==> src/rtl/obi_pkg.sv <==
// rtl/obi_pkg.sv - OBI request/response channel types
package obi_pkg;

    typedef struct packed {
        logic        req;
        logic        we;
        logic [3:0]  be;
        logic [31:0] addr;
        logic [31:0] wdata;
    } obi_req_t;

    typedef struct packed {
        logic        gnt;
        logic        rvalid;
        logic [31:0] rdata;
    } obi_resp_t;

endpackage

==> src/rtl/tinyodin_pkg.sv <==
// rtl/tinyodin_pkg.sv - tinyODIN region map, FSM states and depth lookup
package tinyodin_pkg;

    typedef enum logic [1:0] {
        REGION_SPIKE   = 2'd0,
        REGION_NEURON  = 2'd1,
        REGION_SYNAPSE = 2'd2,
        REGION_CTRL    = 2'd3
    } region_e;

    localparam int unsigned SPIKE_DEPTH   = 64;
    localparam int unsigned SYNAPSE_DEPTH = 8192;
    localparam int unsigned CTRL_DEPTH    = 1;
    localparam logic [31:0] CTRL_ADDR     = 32'h0030_0000;

    typedef enum logic [2:0] {
        S_IDLE,
        S_CHECK,
        S_DREQ,
        S_DRSP,
        S_CREQ,
        S_CRSP,
        S_DONE
    } state_e;

    // Neuron depth is a build parameter, so it is passed in rather than fixed here.
    function automatic logic [14:0] region_depth(input region_e region, input int unsigned n);
        case (region)
            REGION_SPIKE:   return 15'(SPIKE_DEPTH);
            REGION_NEURON:  return 15'(n);
            REGION_SYNAPSE: return 15'(SYNAPSE_DEPTH);
            default:        return 15'(CTRL_DEPTH);
        endcase
    endfunction

endpackage

==> src/rtl/tinyodin_addr_gen.sv <==
// rtl/tinyodin_addr_gen.sv - region/word index to OBI byte address mapper
module tinyodin_addr_gen
    import tinyodin_pkg::*;
(
    input  logic [1:0]  region,
    input  logic [13:0] idx,
    input  logic        ctrl_sel,
    output logic [31:0] addr
);

    always_comb begin
        if (ctrl_sel) begin
            addr = CTRL_ADDR;
        end else begin
            addr = {10'b0, region, 18'(idx), 2'b00};
        end
    end

endmodule

==> src/rtl/tinyodin_cfg_seq.sv <==
// rtl/tinyodin_cfg_seq.sv - command-driven OBI write sequencer for tinyODIN configuration
module tinyodin_cfg_seq
    import tinyodin_pkg::*;
#(
    parameter int unsigned N     = 256,
    parameter type         req_t = obi_pkg::obi_req_t,
    parameter type         rsp_t = obi_pkg::obi_resp_t
) (
    input  logic        CLK,
    input  logic        RST,
    input  logic        cmd_valid_i,
    output logic        cmd_ready_o,
    input  logic [1:0]  cmd_region_i,
    input  logic [12:0] cmd_base_i,
    input  logic [13:0] cmd_count_i,
    input  logic        cmd_mode_i,
    input  logic [31:0] cmd_fill_i,
    input  logic        cmd_start_i,
    input  logic [31:0] cmd_ctrl_i,
    input  logic        wdata_valid_i,
    output logic        wdata_ready_o,
    input  logic [31:0] wdata_i,
    output req_t        obi_req_o,
    input  rsp_t        obi_rsp_i,
    output logic        busy_o,
    output logic        done_o,
    output logic        err_o
);

    state_e      state;
    region_e     region_q;
    logic [12:0] base_q;
    logic [13:0] count_q;
    logic        mode_q;
    logic [31:0] fill_q;
    logic        start_q;
    logic [31:0] ctrl_q;
    logic [13:0] beat_q;
    logic        req_q;
    logic        err_q;

    logic [14:0] end_idx;
    logic [14:0] depth;
    logic [13:0] idx;
    logic [31:0] addr;
    logic        ctrl_phase;
    logic        data_avail;
    logic        req_valid;
    logic        granted;
    logic        last_beat;
    logic        rdata_unused;

    // 15-bit sum so a large base+count can never wrap back into range.
    assign end_idx    = {2'b00, base_q} + {1'b0, count_q};
    assign depth      = region_depth(region_q, N);
    assign idx        = {1'b0, base_q} + beat_q;
    assign ctrl_phase = (state == S_CREQ);
    assign data_avail = ctrl_phase || !mode_q || wdata_valid_i;
    assign req_valid  = req_q && data_avail;
    assign granted    = req_valid && obi_rsp_i.gnt;
    assign last_beat  = ((beat_q + 14'd1) == count_q);

    assign rdata_unused = ^obi_rsp_i.rdata;

    tinyodin_addr_gen u_addr_gen (
        .region   (region_q),
        .idx      (idx),
        .ctrl_sel (ctrl_phase),
        .addr     (addr)
    );

    always_comb begin
        obi_req_o       = '0;
        obi_req_o.req   = req_valid;
        obi_req_o.we    = req_q;
        obi_req_o.be    = req_q ? 4'hF : 4'h0;
        obi_req_o.addr  = addr;
        obi_req_o.wdata = ctrl_phase ? ctrl_q : (mode_q ? wdata_i : fill_q);
    end

    // Stream words are consumed exactly when the slave takes the data beat.
    assign wdata_ready_o = granted && mode_q && (state == S_DREQ);
    assign cmd_ready_o   = (state == S_IDLE);
    assign busy_o        = (state != S_IDLE);
    assign done_o        = (state == S_DONE);
    assign err_o         = err_q;

    always_ff @(posedge CLK or posedge RST) begin
        if (RST) begin
            state    <= S_IDLE;
            region_q <= REGION_SPIKE;
            base_q   <= '0;
            count_q  <= '0;
            mode_q   <= 1'b0;
            fill_q   <= '0;
            start_q  <= 1'b0;
            ctrl_q   <= '0;
            beat_q   <= '0;
            req_q    <= 1'b0;
            err_q    <= 1'b0;
        end else begin
            err_q <= 1'b0;
            case (state)
                S_IDLE: begin
                    if (cmd_valid_i) begin
                        region_q <= region_e'(cmd_region_i);
                        base_q   <= cmd_base_i;
                        count_q  <= cmd_count_i;
                        mode_q   <= cmd_mode_i;
                        fill_q   <= cmd_fill_i;
                        start_q  <= cmd_start_i;
                        ctrl_q   <= cmd_ctrl_i;
                        beat_q   <= '0;
                        state    <= S_CHECK;
                    end
                end
                S_CHECK: begin
                    if (region_q == REGION_CTRL || end_idx > depth) begin
                        err_q <= 1'b1;
                        state <= S_IDLE;
                    end else if (count_q == 14'd0) begin
                        if (start_q) begin
                            req_q <= 1'b1;
                            state <= S_CREQ;
                        end else begin
                            state <= S_DONE;
                        end
                    end else begin
                        req_q <= 1'b1;
                        state <= S_DREQ;
                    end
                end
                S_DREQ: begin
                    if (granted) begin
                        req_q <= 1'b0;
                        state <= S_DRSP;
                    end
                end
                S_DRSP: begin
                    if (obi_rsp_i.rvalid) begin
                        beat_q <= beat_q + 14'd1;
                        if (!last_beat) begin
                            req_q <= 1'b1;
                            state <= S_DREQ;
                        end else if (start_q) begin
                            req_q <= 1'b1;
                            state <= S_CREQ;
                        end else begin
                            state <= S_DONE;
                        end
                    end
                end
                S_CREQ: begin
                    if (granted) begin
                        req_q <= 1'b0;
                        state <= S_CRSP;
                    end
                end
                S_CRSP: begin
                    if (obi_rsp_i.rvalid) begin
                        state <= S_DONE;
                    end
                end
                S_DONE: begin
                    state <= S_IDLE;
                end
                default: begin
                    req_q <= 1'b0;
                    state <= S_IDLE;
                end
            endcase
        end
    end

endmodule
==> config.mk <==
export PLATFORM = sky130hd
export DESIGN_NAME = tinyodin_cfg_seq
export DESIGN_NICKNAME = d
export VERILOG_FILES = /design/src/rtl/obi_pkg.sv /design/src/rtl/tinyodin_pkg.sv /design/src/rtl/tinyodin_addr_gen.sv /design/src/rtl/tinyodin_cfg_seq.sv
export SDC_FILE = /design/constraint.sdc
export NUM_CORES = 1
export LEC_CHECK = 0
export ABC_AREA = 1
export BUFFER_PORTS_ARGS = -buffer_cell sky130_fd_sc_hd__buf_2
export CAP_MARGIN = 20
export CELL_PAD_IN_SITES_DETAIL_PLACEMENT = 0
export CELL_PAD_IN_SITES_GLOBAL_PLACEMENT = 2
export CORE_ASPECT_RATIO = 0.75
export CORE_MARGIN = 1
export CORE_UTILIZATION = 31
export CTS_BUF_LIST = sky130_fd_sc_hd__clkbuf_4 sky130_fd_sc_hd__clkbuf_8 sky130_fd_sc_hd__clkbuf_16
export DETAILED_ROUTE_END_ITERATION = 10
export PLACE_DENSITY = 0.89
export SYNTH_ARGS = -nofsm -noshare
export SYNTH_HDL_FRONTEND = slang
export SYNTH_HIERARCHICAL = 1
export SYNTH_SLANG_ARGS = --single-unit
==> constraint.sdc <==
create_clock -name CLK -period 8.4 [get_ports CLK]
set_clock_uncertainty 0.1 [all_clocks]
set_input_delay 1.26 -clock CLK [delete_from_list [all_inputs] [get_ports CLK]]
set_output_delay 1.26 -clock CLK [all_outputs]
set_load 0.01 [all_outputs]
After elaboration in Yosys (flattened, before gate mapping)
Cells that the tools add are included.

word-level totals
  flip-flop bits (word level) = 114
  input bits = 165
  output and inout port bits = 75

cells by class
  mux-type cells = 27
  add/subtract/negate cells = 3
  equal/unequal tests = 17
  reduce and logical (&&, ||, !) cells = 19
  bitwise gates (word level) = 1
  order comparisons = 1

operators by type and width
  kind                                                                   number
  32-bit 2-to-1 mux                                                      2
  14-bit one-hot mux with 3 select lines                                 1
  14-bit 2-to-1 mux                                                      2
  14-bit one-hot mux with 2 select lines                                 1
  3-bit 2-to-1 mux                                                       8
  22-bit 2-to-1 mux                                                      1
  3-bit one-hot mux with 6 select lines                                  1
  13-bit by 14-bit adder with 15-bit output                              1
  15-bit greater-than comparator                                         1
  13-bit by 14-bit adder with 14-bit output                              1
  14-bit by 1-bit adder with 14-bit output, second input constant        1
  14-bit equality test                                                   1
  14-bit zero test                                                       1
  2-bit != test, second input constant                                   5
  3-bit equality test, second input constant                             3
  1-bit 2-to-1 mux                                                       8
  3-bit by 2-bit equality test with 1-bit output, second input constant  2
  5-bit AND reduction                                                    1
  2-bit equality test, second input constant                             2
  1-bit logical AND                                                      4
  4-bit 2-to-1 mux                                                       1
  2-bit by 1-bit != test with 1-bit output, second input constant        2
  1-bit one-hot mux with 4 select lines                                  1
  4-bit AND reduction                                                    1
  14 further kinds                                                       16

Longest topological paths before layout
Gate-level depths: netlist (run 1).

  word-level depth = 7
  depth in mapped cells = 23

Modules after synthesis
Netlist (run 1), hierarchy kept.

by module, submodules not included
  module             seq. area each (um2)  area an instance (um2)  cells an instance  times used
  tinyodin_cfg_seq   2852.7                7146.9                  875                1
  tinyodin_addr_gen  0.0                   259.0                   51                 1

Worst setup path after synthesis (run 1)
Ideal clock, no wire load.

  kind = reg-to-output
  from = register beat_q[0]
  to = output port obi_req_o[46] (netlist bit)
  stages on the path, launching flop included = 13
  data arrival time = 2.225 ns
  buffers on the path = 0
  slack = 4.815 ns
  cells stage by stage = dfrtp_1 -> ha_1 -> inv_1 -> fa_1 -> o21ai_0 -> a21oi_1 -> o21ai_0 -> a21oi_1 -> nor2_1 -> nor2_1 -> xor2_1 -> inv_1 -> nor2_1

RTL lines
  element                 line                     RTL
  start, declared         tinyodin_cfg_seq.sv:38   logic [13:0] beat_q;
  start signal, assigned  tinyodin_cfg_seq.sv:141  beat_q <= beat_q + 14'd1;
  end, declared           tinyodin_cfg_seq.sv:23   output req_t obi_req_o,

==> qor.yml, run 1 <==
hold_buffers: 0
clock_path_buffers: 2
drt-vias-per-instance: 4.63
tns_ns: 0
combPwrFrac_pct: 51.1
rsz0062_at_grt: "no"
swShare_pct: 43.7
maxCapViolations: 0
seq_area_sq_mm: 0.00285
ctsResizeCount: 0
seqPwrFrac_pct: 28.3
synthCells: 926
htree_levels: 4
tightest_slew_ns: 1.00
detail_route.wl_per_cell_um: 14.7
grt_pass1_wl_um: 32700
cts.sinks: 114
whs_ns: 0.406
cts_tree: "done"
wl_um: 20900
cts_buffers: 17
max_slew_margin_pct: 33.0
power.internal_mw: 1.95
synth_warnings: 6
slew_viol_final: 0
p_per_area_mw_per_mm2: 379
power.leakage_nw: 4.70
vias: 6569
port_buffers: 191
setup_viol: 0
clk_latency_ns: 0.41
fillers: 2485
std_cell_rows: 48
ios: 240
finalCritPeriodShare_pct: 54.1
cts_setup_buffers: 0
synth.distinct_cells: 46
fp.dieW_um: 180
layout.nets: 1303
drcViolationCount: 0
critPathArrivalTime_ns: 3.18
core_sq_mm: 0.0232
grt_pass1_vias: 6236
gp_congestion: 0.827
syn_to_final_growth_pct: 23.2
insertedDiodeCount: 0
multiInputGateArea_sq_mm: 0.00391
initial_core_util_pct: 31.9
period_minus_slack_ns: 4.54
hold_viol_final: 0
worstSetupStartpointType: "flip-flop"
crit_required_ns: 7.04
irDropWorstVdd_mv: 0.111
root_buffer: "clkbuf_16"
ant_nets: 0
synth_area_sq_mm: 0.00741
avgSynthCellArea_sq_um: 8.00
dr.pass1.iters: 5
status: "finished, final reports clean"
hp-class: "reg -> reg"
synth-seq-cells: 114
clk_pin_slew_ns: 0.06
die_area_sq_mm: 0.0245
p_sw_mw: 1.51
placed_area_sq_mm: 0.00855
dp_hpwl_um: 15800
first_iter_violations: 299
overflow: 0
cp_max_fo: 6
cp-end-kind: "primary output"
final_area_sq_mm: 0.00912
die_y_um: 136
drive_above_1_share_pct: 29.1
synth_sequential_area_ratio_pct: 38.5
antenna_found_initial: 0
critPathKind: "reg -> out"
grtUsageTotal_pct: 17.1
fmax_mhz: 220
grt_max_degree: 78
clkPwrFrac_pct: 20.6
==> synthesized netlist by cell type, drive strengths merged <==
cell type / count / area share, %
nand2: 228 / 12
dfrtp: 114 / 39
inv: 109 / 5.5
nor2: 106 / 5.8
mux2: 72 / 11
a21oi: 45 / 3.1
nand3: 42 / 3.1
buf: 40 / 3.4
a31oi: 31 / 2.6
ha: 31 / 5.2
o21ai: 21 / 1.4
nand4: 13 / 1.3
clkbuf: 12 / 0.61
o22ai: 11 / 0.93
xor2: 10 / 1.2
nor3: 9 / 0.76
xnor2: 8 / 0.95
o211ai: 4 / 0.41
nand3b: 3 / 0.30
a21boi: 2 / 0.20
a21o: 2 / 0.20
fa: 2 / 0.54
o31ai: 2 / 0.20
and2: 1 / 0.085
conb: 1 / 0.051
nor4: 1 / 0.085
o21a: 1 / 0.10
o21bai: 1 / 0.10
o221ai: 1 / 0.12
o32ai: 1 / 0.12
or2: 1 / 0.085
xnor3: 1 / 0.32
==> layout by cell type, fill, tap and decap left out, types with 11 or more instances in the layout <==
master     instances
nand2_1          224
buf_2            191
dfrtp_1          114
inv_1            105
nor2_1            98
mux2_2            72
a21oi_1           43
nand3_1           40
a31oi_1           31
ha_1              31
o21ai_0           17
clkbuf_16         17
conb_1            16
nand4_1           12
o22ai_1           11
==> power groups by stage <==
stage                     clock network, mW  registers, mW  logic [mW]
final                                 0.714          0.979        1.77
after global routing                  0.751           1.01        2.02
after CTS                             0.732          0.980        1.79
after detailed placement                  0          0.987        1.78
after global placement                    0          0.982        1.77
after floorplan                           0          0.915        1.34
==> registers in the layout (all words and copies together) (netlist names) <==
| register | cells |
|---|---|
| err_o | 1 |
| base_q | 13 |
| ctrl_q | 32 |
| state | 3 |
| mode_q | 1 |
| req_q | 1 |
| beat_q | 14 |
| region_q | 2 |
| count_q | 14 |
| fill_q | 32 |
| start_q | 1 |
==> kinds of logic (layout without fill, tap and decap cells) <==
logic type	after synthesis	count (layout)	synth area share (%)
xor gates and xnor gates	19	19	2.45
DFF	114	114	38.5
AOI/OAI and AO/OA	122	122	9.56
buffers and inverters	161	338	9.56
and+or+nand+nor	404	404	23.1
muxes	72	72	10.9
adders and majority gates	33	33	5.78
other	1	16	0.0506
==> layout make-up <==
type / instances / area share, %
Clock buffer: 17 / 4.66
Clock inverter: 15 / 1.63
Inverter: 109 / 4.51
Multi-Input combinational cell: 666 / 42.8
Sequential cell: 114 / 31.3
Tap cell: 300 / 4.11
Timing Repair Buffer: 197 / 11.0
==> critical path, cell delays in order (launching register included) <==
cell	delay, ns
dfrtp_1	0.46
ha_1	0.24
inv_1	0.06
fa_1	0.45
o21ai_0	0.36
a21oi_1	0.19
o21ai_0	0.31
a21oi_1	0.11
nor2_1	0.10
nor2_1	0.05
xor2_1	0.12
inv_1	0.05
nor2_1	0.12
buf_2	0.15
==> path summary, 6_finish.rpt <==
check / start / to / slack, ns / cells past startpoint
max: beat_q[0]$_DFFE_PP0P_ / obi_req_o[46] / 3.86 / 13
min: fill_q[11]$_DFFE_PP0P_ / fill_q[11]$_DFFE_PP0P_ / 0.41 / 1
min reg2reg: fill_q[11]$_DFFE_PP0P_ / fill_q[11]$_DFFE_PP0P_ / 0.41 / 1
max in group asynchronous: RST / err_o$_DFF_PP0_ / 6.00 / 3
max reg2reg: base_q[2]$_DFFE_PP0P_ / req_q$_DFFE_PP0P_ / 5.13 / 20
min in group asynchronous: RST / fill_q[0]$_DFFE_PP0P_ / 0.87 / 2
==> routing by layer <==
| layer | part of all wire [%] | global-route usage [%] | routed length [um] | vias up |
|---|---|---|---|---|
| met5 | 0 | 0 | 0 | - |
| met4 | 0.56 | 3.37 | 117 | 0 |
| met3 | 4.1 | 4.15 | 847 | 10 |
| met2 | 43 | 26.2 | 9040 | 115 |
| met1 | 52 | 24.3 | 10900 | 3076 |
| li1 | - | - | - | 3368 |
==> per-stage QoR <==
stage          power [mW]  setup slack (ns)  std cells  utilization [%]
6_report             3.46              3.86       1418             39.3
3_5_place_dp         2.77              4.37       1386             36.8
3_3_place_gp         2.75              4.37       1386             36.8
4_1_cts              3.50              3.91       1418             39.3
5_1_grt              3.78              3.62       1418             39.3
2_1_floorplan        2.26              4.02        941                -
Power figures use the tool's default switching activity.
==> run 2, diff against run 1 <==
CORE_UTILIZATION = 29   (was 31)
PLACE_DENSITY = 0.84   (was 0.89)
clock period = 4.2 ns   (was 8.4 ns; I/O delays follow)
==> qor.yml, run 2 (synthesized netlist as in run 1, its figures left out) <==
overflow: 0
ios: 240
ctsResizeCount: 0
critPathKind: "reg -> out"
status: "finished, final reports clean"
maxCapViolations: 0
insertedDiodeCount: 0
slew_viol_final: 0
cp-end-kind: "primary output"
grt_pass1_vias: 6491
fillers: 2685
max_slew_margin_pct: 38.7
dp_hpwl_um: 16400
clk_pin_slew_ns: 0.06
fp.dieW_um: 187
worstSetupStartpointType: "flip-flop"
cts_setup_buffers: 0
hold_viol_final: 0
clock_path_buffers: 2
final_area_sq_mm: 0.00922
crit_required_ns: 3.47
layout.nets: 1304
tns_ns: 0
drcViolationCount: 0
grt_pass1_wl_um: 34900
detail_route.wl_per_cell_um: 14.7
die_y_um: 140
post-place-ws_ns: 0.840
irDropWorstVdd_mv: 0.325
cts_tree: "done"
root_buffer: "clkbuf_16"
fmax_mhz: 263
wl_um: 21500
grtUsageTotal_pct: 17.0
grt_max_degree: 70
core_sq_mm: 0.0250
cts.sinks: 114
ant_nets: 0
tightest_slew_ns: 0.920
gp_congestion: 0.823
clk_latency_ns: 0.43
port_buffers: 191
initial_core_util_pct: 29.6
p_per_area_mw_per_mm2: 763
drt-vias-per-instance: 4.56
cts_buffers: 17
setup_viol: 0
layout_commonest_cell: "nand2_1"
htree_levels: 4
hp-class: "in -> async"
drive_above_1_share_pct: 29.1
period_minus_slack_ns: 3.80
vias: 6651
reg_top3: "ctrl_q x32, fill_q x32"
std_cell_rows: 50
cp_max_fo: 6
placed_area_sq_mm: 0.00863
worst_slack_ns: 0.397
syn_to_final_growth_pct: 24.5
finalCritPeriodShare_pct: 90.6
hold_buffers: 0
die_area_sq_mm: 0.0262
antenna_found_initial: 1
first_iter_violations: 418
rsz0062_at_grt: "no"
dr.pass1.iters: 7
critPathArrivalTime_ns: 3.07
layout_common_cells: "nand2_1, buf_2, dfrtp_1, inv_1, nor2_1"
power.leakage_nw: 4.72
run 2: final timing paths:
path | start | end | slack, ns | cells past startpoint
max | beat_q[0]$_DFFE_PP0P_ | obi_req_o[46] | 0.40 | 13
min | RST | fill_q[1]$_DFFE_PP0P_ | 0.29 | 2
max reg2reg | base_q[2]$_DFFE_PP0P_ | req_q$_DFFE_PP0P_ | 0.87 | 20
min reg2reg | fill_q[11]$_DFFE_PP0P_ | fill_q[11]$_DFFE_PP0P_ | 0.40 | 1
max in group asynchronous | RST | fill_q[23]$_DFFE_PP0P_ | 2.86 | 3
min in group CLK | cmd_base_i[7] | base_q[7]$_DFFE_PP0P_ | 0.33 | 2
run 2: cell type report:
cell class / instances / area, sq um / area share, %
Timing Repair Buffer: 198 / 1030 / 11.2
Tap cell: 338 / 423 / 4.59
Clock inverter: 15 / 168 / 1.82
Inverter: 109 / 412 / 4.46
Clock buffer: 17 / 425 / 4.61
Sequential cell: 114 / 2850 / 30.9
Multi-Input combinational cell: 666 / 3910 / 42.4
run 2: through the flow:
step / std cells / hold slack, ns / utilization (%) / total power, mW
CTS: 1457 / 0.309 / 36.9 / 7.11
detailed placement: 1425 / 0.394 / 34.5 / 5.57
global placement: 1425 / 0.388 / 34.5 / 5.54
floorplan: 941 / 0.378 / - / 4.52
global route: 1457 / 0.314 / 36.9 / 7.71
finish: 1457 / 0.295 / 36.9 / 7.04
run 2: critical path, stage by stage (launching register included):
cell     delay [ns]
dfrtp_1        0.45
ha_1           0.22
inv_1          0.06
fa_1           0.42
o21ai_0        0.31
a21oi_1        0.18
o21ai_0        0.32
a21oi_1        0.12
nor2_1         0.12
nor2_1         0.06
xor2_1         0.14
inv_1          0.05
nor2_1         0.07
buf_2          0.13
run 2: metal layers:
metal	up-vias	track usage, %	wire (um)
li1	3377	-	-
met1	3137	24.6	11100
met2	126	25.0	9200
met3	11	4.31	998
met4	0	4.36	138
met5	-	0	0
run 2: power breakdown:
group | switching (mW) | total (mW) | leakage (nW) | internal [mW]
Clock | 0.607 | 1.50 | 0.286 | 0.888
Sequential | 0.353 | 1.94 | 1.36 | 1.58
Combinational | 2.10 | 3.61 | 3.08 | 1.50
==> run 3, diff against run 2 <==
CORE_UTILIZATION = 26   (was 29)
PLACE_DENSITY = 0.8   (was 0.84)
clock period = 3.36 ns   (was 4.2 ns; I/O delays follow)
==> qor.yml, run 3 (synthesized netlist as in run 1, its figures left out) <==
status: "finished, final reports clean"
overflow: 0
slew_viol_final: 0
ff2ff_setup_slack_ns: 0.33
cp-end-kind: "primary output"
first_iter_violations: 316
tightest_slew_ns: 0.598
highest_layer: "met5"
drt-vias-per-instance: 4.40
worstHoldStart: "cmd_ctrl_i[18]"
met2_length_um: 9980
syn_to_final_growth_pct: 29.2
cp_num_buf_inv: 2
power.leakage_nw: 4.81
initial_core_util_pct: 26.5
period_minus_slack_ns: 3.17
drcViolationCount: 0
layout_commonest_cell: "nand2_1"
ios: 240
p_per_area_mw_per_mm2: 950
clk_latency_ns: 0.43
critPathKind: "reg -> out"
layout.nets: 1321
tns_ns: 0
wl_um: 22600
dp_hpwl_um: 17000
reg_top3: "ctrl_q x32, fill_q x32"
m1WireLength_um: 11200
htree_levels: 4
cts_buffers: 17
detail_route.wl_per_cell_um: 14.8
grtUsageTotal_pct: 15.7
core_sq_mm: 0.0280
maxCapViolations: 0
clock_path_buffers: 2
worstSetupStartpointType: "flip-flop"
dr.pass1.iters: 4
setup_viol: 0
fp.dieW_um: 197
fillers: 3077
critPathArrivalTime_ns: 2.56
port_buffers: 191
cts.sinks: 114
crit_path_top_delay_cell: "dfrtp_2"
crit_chain: "ha_4 -> a21oi_2 -> nand2_1 -> a21o_1 -> a21oi_2 -> o21ai_2 -> a21boi_2 -> o21ai_1 -> xor2_1 -> inv_1 -> nor2_1 -> buf_2"
drive_above_1_share_pct: 32.2
crit_required_ns: 2.76
vias: 6706
crit_start: "base_q[2]$_DFFE_PP0P_"
die_area_sq_mm: 0.0292
max_stage_delay_ns: 0.45
antenna_found_initial: 3
r2r-start: "base_q[0]$_DFFE_PP0P_"
root_buffer: "clkbuf_16"
path_delay_family: "compound AO/OA/AOI/OAI gates"
grt_max_degree: 77
gp_congestion: 0.812
finalCritPeriodShare_pct: 94.3
max_slew_margin_pct: 60.1
grt_pass1_wl_um: 35200
hp-class: "in -> reg"
clk_pin_slew_ns: 0.06
cp_max_fo: 4
std_cell_rows: 53
irDropWorstVdd_mv: 0.392
ant_nets: 0
fmax_mhz: 316
rsz0062_at_grt: "yes"
hold_viol_final: 0
total_power_mw: 9.09
grt_pass1_vias: 6317
layout_common_cells: "nand2_1, buf_2, dfrtp_1, inv_1, nor2_1"
cp_common_cell: "a21oi_2"
cts_tree: "done"
met3_length_um: 1060
die_y_um: 148
## run 3: metal layers
metal  track usage [%]  vias up
li1                  -     3406
met1              22.2     3152
met2              23.3      124
met3              4.13       22
met4              4.53        2
met5                 0        -
## run 3: final cells by class
type	instances	area [sq um]	share of cell area (%)
sequential	114	2860	29.8
tap	385	482	5.04
antenna	3	7.51	0.0785
inverter	109	413	4.32
clock buffer	18	439	4.59
multi-input combinational	666	4040	42.3
clock inverter	13	174	1.82
timing repair buffer	215	1150	12.0
## run 3: worst paths after layout
| check | end | cells after the start |
|---|---|---|
| min in group asynchronous | beat_q[12]$_DFFE_PP0P_ | 3 |
| max in group asynchronous | fill_q[31]$_DFFE_PP0P_ | 4 |
| setup reg to reg | req_q$_DFFE_PP0P_ | 18 |
| setup / recovery | obi_req_o[45] | 12 |
| hold / removal | ctrl_q[18]$_DFFE_PP0P_ | 2 |
| hold reg to reg | fill_q[10]$_DFFE_PP0P_ | 1 |
## run 3: power breakdown
group,total (mW),switching (mW),internal [mW]
Clock,1.94,0.744,1.20
Combinational,4.73,2.71,2.02
Sequential,2.42,0.436,1.98
## run 3: what timing repair did
action | in CTS | in global routing
endpoints found under the setup margin | 4 | 7
endpoints found under the hold margin | 12 | 0
cloned | 0 | 0
hold buffers | 1 | 0
setup buffers | 0 | 2
pin swaps | 0 | 8
resized for setup | 9 | 21
## run 3: through the flow
| stage | setup WS (ns) | cell area, sq um | hold WS (ns) | instances | util (%) |
|---|---|---|---|---|---|
| 2_1_floorplan | 0.531 | 7470 | 0.378 | 941 | - |
| 3_3_place_gp | 0.208 | 8780 | 0.388 | 1486 | 31.4 |
| 3_5_place_dp | 0.217 | 8780 | 0.394 | 1486 | 31.4 |
| 4_1_cts | 0.0259 | 9430 | 0.184 | 1518 | 33.7 |
| 5_1_grt | -0.00553 | 9560 | 0.190 | 1521 | 34.2 |
| 6_report | 0.193 | 9570 | 0.203 | 1523 | 34.2 |
